## src/rtl/serial_adder_pkg.sv

```systemverilog
// Shared definitions for the bit-serial adder: FSM state encodings and default width.
package serial_adder_pkg;

    localparam int unsigned DefaultWidth = 8;

    typedef enum logic [1:0] {
        StIdle = 2'd0,
        StRun  = 2'd1,
        StDone = 2'd2
    } state_e;

endpackage

```

## src/rtl/full_adder.sv

```systemverilog
// One-bit full adder used as the arithmetic slice of the serial adder.
module full_adder (
    input  logic a,
    input  logic b,
    input  logic cin,
    output logic sum,
    output logic cout
);

    assign sum  = a ^ b ^ cin;
    assign cout = (a & b) | (a & cin) | (b & cin);

endmodule

```

## src/rtl/serial_adder.sv

```systemverilog
// Bit-serial adder: accepts two WIDTH-bit operands plus carry-in, adds one bit per cycle
// LSB-first through a single full adder, and presents {cout, sum} with a valid/ready handshake.
module serial_adder
    import serial_adder_pkg::*;
#(
    parameter int unsigned WIDTH = DefaultWidth
) (
    input  logic             clk,
    input  logic             rst,
    input  logic             in_valid,
    output logic             in_ready,
    input  logic [WIDTH-1:0] a,
    input  logic [WIDTH-1:0] b,
    input  logic             cin,
    output logic             out_valid,
    input  logic             out_ready,
    output logic [WIDTH-1:0] sum,
    output logic             cout
);

    localparam int unsigned CntW = $clog2(WIDTH + 1);

    state_e           state_q, state_d;
    logic [WIDTH-1:0] a_q, a_d, b_q, b_d;
    logic [WIDTH-1:0] res_q, res_d;
    logic [WIDTH-1:0] sum_q, sum_d;
    logic             carry_q, carry_d;
    logic             cout_q, cout_d;
    logic [CntW-1:0]  cnt_q, cnt_d;
    logic             fa_sum, fa_cout;

    full_adder u_full_adder (
        .a    (a_q[0]),
        .b    (b_q[0]),
        .cin  (carry_q),
        .sum  (fa_sum),
        .cout (fa_cout)
    );

    always_comb begin
        state_d = state_q;
        a_d     = a_q;
        b_d     = b_q;
        res_d   = res_q;
        sum_d   = sum_q;
        carry_d = carry_q;
        cout_d  = cout_q;
        cnt_d   = cnt_q;
        unique case (state_q)
            StIdle: begin
                if (in_valid) begin
                    a_d     = a;
                    b_d     = b;
                    carry_d = cin;
                    cnt_d   = '0;
                    state_d = StRun;
                end
            end
            StRun: begin
                res_d   = {fa_sum, res_q[WIDTH-1:1]};
                a_d     = a_q >> 1;
                b_d     = b_q >> 1;
                carry_d = fa_cout;
                cnt_d   = cnt_q + 1'b1;
                // Result registers only change on the final bit so the previous answer persists.
                if (cnt_q == CntW'(WIDTH - 1)) begin
                    sum_d   = {fa_sum, res_q[WIDTH-1:1]};
                    cout_d  = fa_cout;
                    state_d = StDone;
                end
            end
            StDone: begin
                if (out_ready) begin
                    state_d = StIdle;
                end
            end
            default: state_d = StIdle;
        endcase
    end

    always_ff @(posedge clk) begin
        if (rst) begin
            state_q <= StIdle;
            a_q     <= '0;
            b_q     <= '0;
            res_q   <= '0;
            sum_q   <= '0;
            carry_q <= 1'b0;
            cout_q  <= 1'b0;
            cnt_q   <= '0;
        end else begin
            state_q <= state_d;
            a_q     <= a_d;
            b_q     <= b_d;
            res_q   <= res_d;
            sum_q   <= sum_d;
            carry_q <= carry_d;
            cout_q  <= cout_d;
            cnt_q   <= cnt_d;
        end
    end

    assign in_ready  = (state_q == StIdle);
    assign out_valid = (state_q == StDone);
    assign sum       = sum_q;
    assign cout      = cout_q;

endmodule

```

## config.mk

```make
export PLATFORM = sky130hd
export DESIGN_NAME = serial_adder
export DESIGN_NICKNAME = d
export VERILOG_FILES = /design/src/rtl/serial_adder_pkg.sv /design/src/rtl/full_adder.sv /design/src/rtl/serial_adder.sv
export SDC_FILE = /design/constraint.sdc
export NUM_CORES = 1
export LEC_CHECK = 0
export CORE_ASPECT_RATIO = 1.25
export CORE_MARGIN = 2
export CORE_UTILIZATION = 50
export CTS_CLUSTER_DIAMETER = 150
export DETAILED_ROUTE_END_ITERATION = 7
export GPL_ROUTABILITY_DRIVEN = 0
export GPL_TIMING_DRIVEN = 0
export PLACE_DENSITY = 0.78
export SLEW_MARGIN = 20
export SYNTH_ARGS = -nofsm -noshare
export SYNTH_HDL_FRONTEND = slang
export SYNTH_SLANG_ARGS = --single-unit
```

## constraint.sdc

```tcl
create_clock -name clk -period 1.7 [get_ports clk]
set_clock_uncertainty 0.05 [all_clocks]
set_input_delay 0.34 -clock clk [delete_from_list [all_inputs] [get_ports clk]]
set_output_delay 0.34 -clock clk [all_outputs]
set_load 0.03 [all_outputs]
```

==> flow_metrics.py <==
metrics = {
    "min_path": {
        "min_path_type": "in -> reg",
    },
    "placed_design": {
        "portBuffers": 29,
        "dp_hpwl_um": 2660,
        "place_area_sq_mm": 0.00196,
    },
    "power": {
        "p_int_w": 0.00135,
        "p_switching_w": 0.000443,
        "pwr-share-clk_pct": 32.9,
        "p_sw_share_pct": 24.7,
        "peakVddDrop_mv": 0.563,
        "total_power_w": 0.00179,
        "pwr-share-seq_pct": 54.9,
        "p_leak_nw": 0.887,
        "power_frac_comb_pct": 12.1,
        "power_density_mw_per_mm2": 869,
    },
    "timing": {
        "period_needed_ns": 1.60,
        "timing.hold.ws_ns": 0.396,
        "rsz0062_at_grt": "false",
        "finalSetupTns_ns": 0,
        "setup_viol": 0,
        "slew_violations": 0,
        "max_slew_margin_pct": 66.0,
        "post-route-period-util_pct": 94.0,
        "worst_pin_slew_ns": 0.511,
        "hold_viol": 0,
        "fmax_ghz": 0.626,
    },
    "critical_path": {
        "start_kind": "register",
        "max_stage_delay_ns": 0.41,
        "path_max_fanout": 8,
        "regToRegSetupSlack_ns": 0.31,
        "crit_slowest_cell": "dfxtp_2",
        "r2r-start": "cnt_q[0]",
        "cp.required_ns": 1.31,
        "cp-endpoint": "out_valid",
        "rr_endpoint": "sum[4]",
        "cp.arrival_ns": 1.21,
        "critPathKind": "reg -> out",
        "critPathLaunch": "state_q[1]",
        "crit_chain": "nor2b_1 > clkdlybuf4s15_2",
        "end_kind": "output pin",
        "worst-r2r-cell-count": 4,
    },
    "cells_and_area": {
        "layout.nets": 247,
        "fin_area_sq_mm": 0.00206,
        "fin_util_pct": 65.8,
        "drive_gt1_share_pct": 9.78,
        "antennaDiodeCount": 0,
        "fillCellCount": 281,
        "area_delta_synth_final_pct": 27.4,
    },
    "route": {
        "via_per_inst": 5.79,
        "postRouteAntennaNets": 0,
        "drc": 0,
        "wirelength_um": 3720,
        "vias": 1516,
        "wire_per_inst_um": 14.2,
        "drt-pass1-iter-count": 4,
        "drt_iter0_markers": 44,
    },
    "synthesis": {
        "synthDistinctLibCells": 26,
        "synth_commonest_cells": "dfxtp_1 (39), nor2_1 (26), nand2_1 (19), a21oi_1 (17), a211oi_1 (16)",
        "synth_top_area_share_pct": 48.2,
        "synth_flop_cell": "dfxtp_1",
        "synthMuxAreaShare_pct": 0.618,
        "yosys_warnings": 0,
        "synthAdderAreaFrac_pct": 2.01,
        "yosys-top-cells-area": "dfxtp_1 (48%), a211oi_1 (7.4%), nor2_1 (6.0%)",
        "synth_edf_count": 0,
        "ys_seq_area_share_pct": 48.2,
        "async_reset_ff_share_pct": 0,
        "synth_compound_area_share_pct": 27.5,
        "syn_inst": 188,
        "netlist_area_sq_mm": 0.00162,
        "yosys.area.top_type": "dfxtp_1",
        "synth-seq-cells": 39,
        "avgSynthCellArea_sq_um": 8.61,
        "synth_top_family_by_area": "compound AO/OA/AOI/OAI gates",
        "synth_fp_nets": 211,
        "post-synth-top-count-cell": "dfxtp_1",
        "synthXorXnorAreaFrac_pct": 0,
        "synth-simple-area-share_pct": 16.3,
    },
    "cts": {
        "cts_buffer_depth": 2,
        "cts_made_buffers": 5,
        "cts_max_level": 2,
        "cts_sinks": 39,
        "cts_tree": "done",
        "clk_latency_ns": 0.29,
        "post_cts_buffers": 0,
        "clk_pin_slew_ns": 0.07,
        "cts_root_buf": "clkbuf_8",
    },
    "floorplanning": {
        "initial_core_util_pct": 51.6,
        "die_area_sq_mm": 0.00371,
        "io_pins": 32,
        "rows": 23,
        "die_y_um": 67.6,
        "design.core.area_sq_mm": 0.00314,
        "die_w_um": 54.9,
    },
    "global_route": {
        "grt_max_degree": 12,
        "antenna_found_initial": 0,
        "grt_overflow_total": 0,
        "grt_usage_pct": 22.3,
        "grt_pass1_wl_um": 6020,
        "grt_pass1_vias": 1448,
    },
    "run": {
        "maxCapViolations": 0,
    },
    "outcome": {
        "outcome": "complete, no violations",
    },
}
## cell usage in the layout, fill, tap and decap left out, types with 3 or more instances in the layout
master / synthesis / routed
o2bb2ai_1: 5 / 5
a211oi_1: 16 / 16
a21oi_1: 17 / 17
nor2_1: 26 / 25
buf_2: 9 / 9
clkbuf_8: 0 / 5
o22ai_1: 10 / 10
nand2_1: 19 / 19
dlymetal6s2s_1: 0 / 9
inv_1: 3 / 3
clkbuf_1: 6 / 8
nand3_1: 11 / 11
o31ai_1: 9 / 9
clkdlybuf4s50_1: 0 / 18
dfxtp_1: 39 / 37
## how the worst min path moves through the flow
stage,startpoint,slack [ns],cells after the start,end
2_1_floorplan,res_q[1],0.39,2,res_q[1]
3_3_place_gp,res_q[1],0.41,2,res_q[1]
3_5_place_dp,res_q[1],0.41,2,res_q[1]
4_1_cts,rst,0.38,2,cnt_q[0]
5_1_grt,rst,0.41,2,a_q[7]
6_report,rst,0.40,2,cnt_q[0]
## cells by family (layout without fill, tap and decap cells)
kind of cell             Yosys count  in the layout
AO/OA/AOI/OAI                     65             65
adder cells (fa/ha/maj)            2              2
buffers and inverters             19             56
flip-flops                        39             39
multiplexers                       1              1
AND/OR/NAND/NOR                   62             62
## per-stage QoR
step / worst slack, ns / cells
6_report: 0.102 / 262
5_1_grt: 0.0553 / 262
4_1_cts: 0.00371 / 262
3_5_place_dp: -0.126 / 254
3_3_place_gp: -0.110 / 254
2_1_floorplan: 0.330 / 188
## layer usage
metal	vias up	GRT usage, %	routed length (um)
met5	-	0	0
met1	704	26.8	1570
met2	50	36.2	1870
met3	6	6.86	219
li1	756	-	-
met4	0	9.45	59
## area by class of cell
cell class | instances | area (sq um) | area share (%)
Sequential cell | 39 | 783 | 38.0
Multi-Input combinational cell | 130 | 754 | 36.6
Timing Repair Buffer | 29 | 312 | 15.1
Clock buffer | 7 | 76.3 | 3.70
Buffer | 16 | 75.1 | 3.64
Tap cell | 37 | 46.3 | 2.24
Inverter | 3 | 11.3 | 0.546
Clock inverter | 1 | 5.00 | 0.243
## critical path, delay by kind of cell, from the launching register on
kind,cells,cell delay (ns)
buf+inv,1,0.32
simple gates,1,0.20
flops,1,0.41
## flip-flops by register name, summed over array words and instances, names as in the netlist
name / cells
b_q: 8
carry_q: 1
cout: 1
a_q: 8
cnt_q: 4
res_q: 7
sum: 8
state_q: 2
## power groups by stage
stage                     sequential [W]  combinational [W]  clock, W
after global placement           0.00100           0.000210         0
after CTS                       0.000984           0.000217  0.000602
after floorplan                 0.000997           0.000140         0
after detailed placement         0.00100           0.000217         0
final                           0.000985           0.000218  0.000590
after global routing            0.000990           0.000241  0.000643
## timing repair
item                                   4_1_cts  5_1_grt
resized for setup                            9       12
setup endpoints to repair                    2       11
hold buffers                                 0        0
endpoints found under the hold margin        0        0
cloned                                       0        0
Power figures use the tool's default switching activity.
